## src/rtl/rsp_s2_dma_ahbic_arb_n_if.sv

```systemverilog
// Request/select bundle between the input-stage decode, the output-stage arbiter and the slave-side muxes.
// master drives the request and transfer-control signals; slave is the arbiter's view of the bundle.
interface rsp_s2_dma_ahbic_arb_n_if #(
  parameter int NUM_PORTS = 4,
  parameter int PORT_W    = 2
);
  logic [NUM_PORTS-1:0] req_port;
  logic                 HREADYM;
  logic                 HSELM;
  logic [1:0]           HTRANSM;
  logic [2:0]           HBURSTM;
  logic                 HMASTLOCKM;
  logic [PORT_W-1:0]    addr_in_port;
  logic                 no_port;
  logic                 burst_hold;

  modport master (
    output req_port, HREADYM, HSELM, HTRANSM, HBURSTM, HMASTLOCKM,
    input  addr_in_port, no_port, burst_hold
  );

  modport slave (
    input  req_port, HREADYM, HSELM, HTRANSM, HBURSTM, HMASTLOCKM,
    output addr_in_port, no_port, burst_hold
  );
endinterface

```

## src/rtl/rsp_s2_dma_ahbic_arb_n.sv

```systemverilog
// N-port output-stage arbiter with fixed-length burst protection and lock hold.
// Define RSP_S2_DMA_AHBIC_ARB_RR_EN for round-robin priority; otherwise index 0 has fixed highest priority.
module rsp_s2_dma_ahbic_arb_n #(
  parameter int NUM_PORTS = 4,
  parameter int PORT_W    = 2
) (
  input logic                      HCLK,
  input logic                      HRESETn,
  rsp_s2_dma_ahbic_arb_n_if.slave  bus
);

  localparam logic [1:0] HT_IDLE   = 2'b00;
  localparam logic [1:0] HT_BUSY   = 2'b01;
  localparam logic [1:0] HT_NONSEQ = 2'b10;
  localparam logic [1:0] HT_SEQ    = 2'b11;

  function automatic logic [4:0] burst_len(input logic [2:0] hburst);
    case (hburst)
      3'b000:         return 5'd1;
      3'b001:         return 5'd0;
      3'b010, 3'b011: return 5'd4;
      3'b100, 3'b101: return 5'd8;
      default:        return 5'd16;
    endcase
  endfunction

  function automatic logic [3:0] sat_dec(input logic [3:0] v);
    return (v == 4'd0) ? 4'd0 : v - 4'd1;
  endfunction

  logic [PORT_W-1:0]    addr_in_port_p0;
  logic                 no_port_p0;
  logic [3:0]           beats_left_p0;
  logic [4:0]           burst_l;
  logic [3:0]           rem_next;
  logic                 active;
  logic [NUM_PORTS-1:0] cand;
  logic [PORT_W-1:0]    winner;
  logic [PORT_W-1:0]    addr_next;
  logic                 no_port_next;

  assign active = bus.HSELM && (bus.HTRANSM != HT_IDLE);

  always_comb begin
    burst_l  = burst_len(bus.HBURSTM);
    rem_next = 4'd0;
    if (bus.HSELM) begin
      case (bus.HTRANSM)
        HT_NONSEQ: rem_next = (burst_l == 5'd0) ? 4'd0 : 4'(burst_l - 5'd1);
        HT_SEQ:    rem_next = sat_dec(beats_left_p0);
        HT_BUSY:   rem_next = beats_left_p0;
        default:   rem_next = 4'd0;
      endcase
    end
  end

  // The current owner stays a candidate while it is still transferring.
  always_comb begin
    cand = '0;
    for (int i = 0; i < NUM_PORTS; i++)
      cand[i] = bus.req_port[i] | (active && (addr_in_port_p0 == PORT_W'(i)));
  end

`ifdef RSP_S2_DMA_AHBIC_ARB_RR_EN
  logic [PORT_W-1:0] rr_last_p0;
  logic              found;
  logic              rearb;

  always_comb begin
    winner = '0;
    found  = 1'b0;
    for (int k = 1; k <= NUM_PORTS; k++)
      for (int i = 0; i < NUM_PORTS; i++)
        if (!found && cand[i] && (((int'(rr_last_p0) + k) % NUM_PORTS) == i)) begin
          winner = PORT_W'(i);
          found  = 1'b1;
        end
  end

  assign rearb = !bus.HMASTLOCKM && !(bus.HSELM && (rem_next != 4'd0)) && (|cand);

  always_ff @(posedge HCLK) begin
    if (!HRESETn)
      rr_last_p0 <= PORT_W'(NUM_PORTS - 1);
    else if (bus.HREADYM && rearb)
      rr_last_p0 <= winner;
  end
`else
  always_comb begin
    winner = '0;
    for (int i = NUM_PORTS - 1; i >= 0; i--)
      if (cand[i]) winner = PORT_W'(i);
  end
`endif

  always_comb begin
    addr_next    = addr_in_port_p0;
    no_port_next = 1'b0;
    if (bus.HMASTLOCKM)
      addr_next = addr_in_port_p0;
    else if (bus.HSELM && (rem_next != 4'd0))
      addr_next = addr_in_port_p0;
    else if (|cand)
      addr_next = winner;
    else if (!bus.HSELM)
      no_port_next = 1'b1;
  end

  // Selection register stage: everything advances only on a completed transfer.
  always_ff @(posedge HCLK) begin
    if (!HRESETn) begin
      addr_in_port_p0 <= '0;
      no_port_p0      <= 1'b1;
      beats_left_p0   <= 4'd0;
    end else if (bus.HREADYM) begin
      addr_in_port_p0 <= addr_next;
      no_port_p0      <= no_port_next;
      beats_left_p0   <= rem_next;
    end
  end

  assign bus.addr_in_port = addr_in_port_p0;
  assign bus.no_port      = no_port_p0;
  assign bus.burst_hold   = (beats_left_p0 != 4'd0);

endmodule

```

## src/flat_wrapper.sv

```systemverilog
// flat-port wrapper written by rule: the top's interface ports become plain ports
module rsp_s2_dma_ahbic_arb_n_flat 
#(
  parameter int NUM_PORTS = 4,
  parameter int PORT_W    = 2
)
  (HCLK, HRESETn, bus_req_port, bus_HREADYM, bus_HSELM, bus_HTRANSM, bus_HBURSTM, bus_HMASTLOCKM, bus_addr_in_port, bus_no_port, bus_burst_hold);
  rsp_s2_dma_ahbic_arb_n_if #(.NUM_PORTS(NUM_PORTS), .PORT_W(PORT_W)) bus_i ();
  input logic HCLK;
  input logic HRESETn;
  input wire logic [$bits(bus_i.req_port)-1:0] bus_req_port;
  input wire logic [$bits(bus_i.HREADYM)-1:0] bus_HREADYM;
  input wire logic [$bits(bus_i.HSELM)-1:0] bus_HSELM;
  input wire logic [$bits(bus_i.HTRANSM)-1:0] bus_HTRANSM;
  input wire logic [$bits(bus_i.HBURSTM)-1:0] bus_HBURSTM;
  input wire logic [$bits(bus_i.HMASTLOCKM)-1:0] bus_HMASTLOCKM;
  output wire logic [$bits(bus_i.addr_in_port)-1:0] bus_addr_in_port;
  output wire logic [$bits(bus_i.no_port)-1:0] bus_no_port;
  output wire logic [$bits(bus_i.burst_hold)-1:0] bus_burst_hold;
  assign bus_i.req_port = bus_req_port;
  assign bus_i.HREADYM = bus_HREADYM;
  assign bus_i.HSELM = bus_HSELM;
  assign bus_i.HTRANSM = bus_HTRANSM;
  assign bus_i.HBURSTM = bus_HBURSTM;
  assign bus_i.HMASTLOCKM = bus_HMASTLOCKM;
  assign bus_addr_in_port = bus_i.addr_in_port;
  assign bus_no_port = bus_i.no_port;
  assign bus_burst_hold = bus_i.burst_hold;
  rsp_s2_dma_ahbic_arb_n #(.NUM_PORTS(NUM_PORTS), .PORT_W(PORT_W)) u_core (.HCLK(HCLK), .HRESETn(HRESETn), .bus(bus_i));
endmodule
```

## config.mk

```make
export PLATFORM = sky130hd
export DESIGN_NAME = rsp_s2_dma_ahbic_arb_n_flat
export DESIGN_NICKNAME = d
export VERILOG_FILES = /design/src/rtl/rsp_s2_dma_ahbic_arb_n_if.sv /design/src/rtl/rsp_s2_dma_ahbic_arb_n.sv /design/src/flat_wrapper.sv
export SDC_FILE = /design/constraint.sdc
export NUM_CORES = 1
export LEC_CHECK = 0
export ABC_AREA = 1
export CAP_MARGIN = 20
export CORE_MARGIN = 1
export CORE_UTILIZATION = 40
export DETAILED_ROUTE_END_ITERATION = 10
export PLACE_DENSITY = 0.69
export SYNTH_ARGS = -nofsm -noshare
export SYNTH_HDL_FRONTEND = slang
export SYNTH_SLANG_ARGS = --single-unit
```

## constraint.sdc

```tcl
create_clock -name HCLK -period 4.2 [get_ports HCLK]
set_input_delay 0.84 -clock HCLK [delete_from_list [all_inputs] [get_ports HCLK]]
set_output_delay 0.84 -clock HCLK [all_outputs]
set_load 0.01 [all_outputs]
```

==> results of run 1 <==
final cells by class:
class | instances | area [um2] | area share
tap | 16 | 20.02 | 0.02512
timing repair buffer | 16 | 160.2 | 0.2009
inverter | 20 | 75.07 | 0.09419
sequential | 7 | 140.1 | 0.1758
clock buffer | 4 | 26.28 | 0.03297
multi-input combinational | 75 | 375.4 | 0.4710
Yosys cell counts (2+ instances only):
| cell type | number | area (um2) |
|---|---|---|
| sky130_fd_sc_hd__nand2_2 | 3 | 18.77 |
| sky130_fd_sc_hd__o21ai_0 | 5 | 25.02 |
| sky130_fd_sc_hd__nand4_1 | 2 | 12.51 |
| sky130_fd_sc_hd__nand3_1 | 13 | 65.06 |
| sky130_fd_sc_hd__inv_1 | 19 | 71.32 |
| sky130_fd_sc_hd__a21oi_1 | 5 | 25.02 |
| sky130_fd_sc_hd__nor2_1 | 15 | 56.30 |
| sky130_fd_sc_hd__dfxtp_1 | 7 | 140.1 |
| sky130_fd_sc_hd__nand2_1 | 23 | 86.33 |
path summary, 6_finish.rpt:
kind,from,to,slack (ns)
max reg2reg,u_core.beats_left_p0[0],u_core.bus.addr_in_port[1],2.63
min,u_core.bus.no_port,u_core.bus.no_port,0.49
max,u_core.beats_left_p0[0],bus_burst_hold,1.71
min reg2reg,u_core.bus.no_port,u_core.bus.no_port,0.49
layout by cell type (no fill, tap or decap), drive strengths merged:
cell type       n
a31oi           1
inv            20
clkbuf          4
o211ai          1
o21ai           5
a21oi           6
nor3            1
nand4           2
o21bai          1
nor2           16
nand3          14
clkdlybuf4s50  16
dfxtp           7
ha              1
nand2          27
registers in the layout (all words and copies together), names as in the netlist:
signal                   count
u_core.bus.addr_in_port      2
u_core.beats_left_p0         4
u_core.bus.no_port           1
worst max-delay path, delay by kind of cell, from the launching register on:
kind                       cells  cell delay (ns)
DFF                            1             0.37
adders and majority gates      1             0.23
buffers and inverters          2             0.65
and+or+nand+nor                1             0.16
report_power, final:
part           internal (mW)  switching, mW
clock network         0.0362         0.0234
logic                 0.0311         0.0353
registers             0.0712        0.00492
per-layer routing:
metal | global-route usage | part of all wire | wire length (um) | vias to the layer above
met4 | 0.05806 | 0 | 0 | 0
met1 | 0.2320 | 0.49 | 706 | 321
met3 | 0.01304 | 0.057 | 82 | 0
met5 | 0 | 0 | 0 | -
li1 | - | - | - | 368
met2 | 0.2750 | 0.45 | 651 | 26
metrics by stage:
| stage | hold slack [ns] | total power, mW | utilization |
|---|---|---|---|
| detailed placement | 0.4655 | 0.1433 | 0.5176 |
| floorplan | 0.4946 | 0.1202 | - |
| global route | 0.5219 | 0.2160 | 0.5353 |
| CTS | 0.4828 | 0.2037 | 0.5353 |
| finish | 0.4865 | 0.2021 | 0.5353 |
| global placement | 0.4659 | 0.1416 | 0.5176 |
cells by family after synthesis:
logic type,count (synthesis),synth area share
simple gates,60,0.4263
flops,7,0.2200
buf+inv,22,0.1906
fa+ha+maj,1,0.01964
compound gates,14,0.1434
==> metrics.log, run 1 <==
INFO  metric hold_path_depth = 2
INFO  metric via_per_inst = 5.181
INFO  metric path_clk_slew = 0.06 ns
INFO  metric post-route-min-period = 2.485 ns
INFO  metric slowest_stage_cell_cp = sky130_fd_sc_hd__clkdlybuf4s50_1
INFO  metric floorplan.die.width = 41.90 um
INFO  metric grt_util_all_layers = 0.1685
INFO  metric synthArstFlopShare = 0
INFO  metric worst-r2r-cell-count = 10
INFO  metric fp.dieArea = 1756 um2
INFO  metric holdCritPathClass = reg2reg
INFO  metric max-clock-path-buffers = 2
INFO  metric worst-slew-pin-transition = 0.3355 ns
INFO  metric grt-ovfl-total = 0
INFO  metric path_class = reg2out
INFO  metric drt_drc_violations_left = 0
INFO  metric post_cts_resize_count = 0
INFO  metric grt_antenna_before_repair = 0
INFO  metric final_hold_viol_count = 0
INFO  metric timing.fmax = 0.4024 GHz
INFO  metric critical_path_peak_fanout = 5
INFO  metric core.rowCount = 14
INFO  metric synth_enable_flop_cells = 0
INFO  metric wirelength = 1440 um
INFO  metric crit_path_cell_trace = inv_1, ha_1, nand2_1, clkdlybuf4s50_1
INFO  metric htreeDepth = 1
INFO  metric dp_hpwl = 1101 um
INFO  metric synth_seq_area_share = 0.2200
INFO  metric routabilityCongestion = 0.7621
INFO  metric final_cell_area = 797.0 um2
INFO  metric mappedNetlistArea = 636.9 um2
INFO  metric first_iter_violations = 9
INFO  metric start_util = 0.4277
INFO  metric syn-num-nets = 119
INFO  metric drive_gt1_frac = 0.09836
INFO  metric timing.final.setup_violations = 0
INFO  metric synth_cells = 104
INFO  metric drv_slew = 0
INFO  metric critical_path_end_type = primary output
INFO  metric layoutNonFillerInstCount = 138
INFO  metric num-fill-cells = 170
INFO  metric first_pass_iters = 5
INFO  metric cts.hold.buffers_added = 0
INFO  metric pre_cts_worst_setup_slack = 1.807 ns
INFO  metric synth.avg_cell_area = 6.124 um2
INFO  metric setup-tns-final = 0 ns
INFO  metric cts_made_buffers = 3
INFO  metric place.detailed.instances = 134
INFO  metric arrival = 1.65 ns
INFO  metric grt_max_degree = 11
INFO  metric synth_cell_type_count = 21
INFO  metric final_clock_period_utilization_by_the_worst_path = 0.5917
INFO  metric drtAntennaViolNets = 0
INFO  metric core_region_area = 1489 um2
INFO  metric routed_wire_length_per_instance = 10.43 um
INFO  metric dr_total_vias = 715
INFO  metric final_setup_skew = 0.007903 ns
INFO  metric flow.area_growth_from_synthesis = 25.15%
INFO  metric slowest_delay = 0.56 ns
INFO  metric cts_tree = done
INFO  metric max_cap_viol_count = 0
INFO  metric cts.sinks = 7
INFO  metric areal_power_density_over_the_cells = 253.5 nW/um2
INFO  metric yosys_warnings = 0
INFO  metric slew_headroom = 0.7756
INFO  metric synth.ff_latch_count = 7
INFO  metric placement.cell_area = 770.7 um2
INFO  metric total_leakage_power = 0.3922 nW
INFO  metric final_critical_path_setup_slack = 1.715 ns
INFO  metric ios = 18
INFO  metric worst_ir_drop_vdd = 0.0001466 V
INFO  metric unrepaired_setup_endpoints_after_global_routing = false
INFO  metric nets = 138
INFO  metric run_status = finished, final reports clean
INFO  metric postCtsSetupRepairBufs = 0
INFO  metric grt_pass1_vias = 615
INFO  metric numPortBuffers = 16
INFO  metric clock_insertion_delay_worst_skew = 0.25 ns
INFO  metric wire_length_of_the_first_global_routing_pass = 2373 um
INFO  metric chipHeight = 41.90 um
INFO  metric clock-root-buffer = sky130_fd_sc_hd__clkbuf_4
INFO  metric crit_required = 3.36 ns
INFO  metric worstSetupStartpointType = register
INFO  metric postSynth.topFlopCell = sky130_fd_sc_hd__dfxtp_1
INFO  metric insertedDiodeCount = 0
Power figures use the tool's default switching activity.
==> inputs of run 2 (changes only) <==
clock period = 2.5 ns   (was 4.2 ns; I/O delays follow)
==> run 2 against run 1 <==
  * Register-to-register slack got worse by 1.7 ns
  * Largest power group unchanged
  * Clock power increased by 68%
  * Sequential power rose by 68%
  * Wire length down 4.7%
==> metrics.log, run 2 (synthesis gave the netlist of run 1 again) <==
INFO  metric cts.hold.buffers_added = 0
INFO  metric clock-root-buffer = sky130_fd_sc_hd__clkbuf_4
INFO  metric final_critical_path_setup_slack = 0.3644 ns
INFO  metric arrival = 1.64 ns
INFO  metric floorplan.die.width = 41.90 um
INFO  metric ios = 18
INFO  metric max-clock-path-buffers = 2
INFO  metric via_per_inst = 4.870
INFO  metric grt_util_all_layers = 0.1713
INFO  metric drv_slew = 0
INFO  metric mostFrequentLayoutCell = sky130_fd_sc_hd__nand2_1
INFO  metric ff2ff_setup_slack = 0.94 ns
INFO  metric routabilityCongestion = 0.7621
INFO  metric dp_hpwl = 1095 um
INFO  metric sequential_cell_area = 140.1 um2
INFO  metric chipHeight = 41.90 um
INFO  metric regToRegStartpoint = u_core.beats_left_p0[0]
INFO  metric grt_antenna_before_repair = 0
INFO  metric grt_pass1_vias = 592
INFO  metric max_cap_viol_count = 0
INFO  metric areal_power_density_over_the_cells = 424.7 nW/um2
INFO  metric post-route-min-period = 2.136 ns
INFO  metric nets = 138
INFO  metric area_of_combinational_cells_with_multiple_inputs = 375.4 um2
INFO  metric fp.dieArea = 1756 um2
INFO  metric wire_length_of_the_first_global_routing_pass = 2408 um
INFO  metric place.detailed.instances = 134
INFO  metric cts_tree = done
INFO  metric wirelength = 1373 um
INFO  metric hp-start = u_core.bus.no_port
INFO  metric holdCritPathClass = reg2reg
INFO  metric path_class = reg2out
INFO  metric htreeDepth = 1
INFO  metric post_cts_resize_count = 0
INFO  metric clock_insertion_delay_worst_skew = 0.25 ns
INFO  metric timing.final.setup_violations = 0
INFO  metric total_leakage_power = 0.3922 nW
INFO  metric layoutNonFillerInstCount = 138
INFO  metric num-fill-cells = 162
INFO  metric dr_total_vias = 672
INFO  metric insertedDiodeCount = 0
INFO  metric drtAntennaViolNets = 0
INFO  metric postCtsSetupRepairBufs = 0
INFO  metric largest_register_ffs = 4
INFO  metric start_util = 0.4277
INFO  metric final_hold_viol_count = 0
INFO  metric first_pass_iters = 4
INFO  metric crit_start = u_core.beats_left_p0[0]
INFO  metric final_util = 0.5353
INFO  metric core.rowCount = 14
INFO  metric critical_path_end_type = primary output
INFO  metric routed_wire_length_per_instance = 9.949 um
INFO  metric grt-ovfl-total = 0
INFO  metric layout.cells.most_common_list = sky130_fd_sc_hd__nand2_1, sky130_fd_sc_hd__inv_1, sky130_fd_sc_hd__clkdlybuf4s50_1
INFO  metric largest-register = u_core.beats_left_p0
INFO  metric critical_path_peak_fanout = 5
INFO  metric crit_required = 2.00 ns
INFO  metric first_iter_violations = 19
INFO  metric cts.sinks = 7
INFO  metric cts_made_buffers = 3
INFO  metric final_clock_period_utilization_by_the_worst_path = 0.8543
INFO  metric path_clk_slew = 0.05 ns
INFO  metric run_status = finished, final reports clean
INFO  metric core_region_area = 1489 um2
INFO  metric slew_headroom = 0.7793
INFO  metric worstSetupStartpointType = register
INFO  metric timing.fmax = 0.4682 GHz
INFO  metric unrepaired_setup_endpoints_after_global_routing = false
INFO  metric flow.area_growth_from_synthesis = 25.15%
INFO  metric drive_gt1_frac = 0.09836
INFO  metric worst_ir_drop_vdd = 0.0002932 V
INFO  metric whs = 0.4850 ns
INFO  metric drt_drc_violations_left = 0
INFO  metric numPortBuffers = 16
INFO  metric worst-slew-pin-transition = 0.3300 ns
INFO  metric grt_max_degree = 11
INFO  metric pre_cts_worst_setup_slack = 0.4517 ns
INFO  metric final_setup_skew = 0.007260 ns
INFO  metric setup-tns-final = 0 ns
run 2: stage by stage:
| step | area (um2) | power, mW |
|---|---|---|
| after floorplan | 636.9 | 0.2019 |
| after global placement | 770.7 | 0.2379 |
| after detailed placement | 770.7 | 0.2401 |
| after CTS | 797.0 | 0.3450 |
| after global routing | 797.0 | 0.3654 |
| final | 797.0 | 0.3385 |
run 2: where the power goes:
group	switching, mW	internal, mW	total, mW
combinational	0.0581	0.0522	0.110
clock	0.0397	0.0608	0.100
sequential	0.00804	0.120	0.128
total	0.106	0.233	0.338
run 2: worst max-delay path: stages, from the launching register on:
cell and delay [ns]:
sky130_fd_sc_hd__dfxtp_1 0.37, sky130_fd_sc_hd__inv_1 0.09, sky130_fd_sc_hd__ha_1 0.22, sky130_fd_sc_hd__nand2_1 0.15
sky130_fd_sc_hd__clkdlybuf4s50_1 0.56
run 2: worst paths after layout:
check,end,cells past startpoint
setup / recovery,bus_burst_hold,4
hold / removal,u_core.bus.no_port,2
hold reg to reg,u_core.bus.no_port,2
setup reg to reg,u_core.bus.addr_in_port[1],10
run 2: layout make-up:
| class | instances | area share |
|---|---|---|
| multi-input cells | 75 | 0.4710 |
| repair buffers | 16 | 0.2009 |
| flip-flops and latches | 7 | 0.1758 |
| inverters | 20 | 0.09419 |
| clock buffers | 4 | 0.03297 |
| well taps | 16 | 0.02512 |
run 2: metal layers:
metal / global-route usage / up-vias / part of all wire
met4: 0.07742 / 0 / 0
met3: 0.02174 / 0 / 0.050
met5: 0 / - / 0
li1: - / 365 / -
met2: 0.2594 / 15 / 0.46
met1: 0.2406 / 292 / 0.49
==> inputs of run 3 (changes only) <==
ABC_CLOCK_PERIOD_IN_PS = 2500   (was unset)
==> results of run 3 <==
Same layout as run 2: the final DEF is identical, and so are final timing and power.
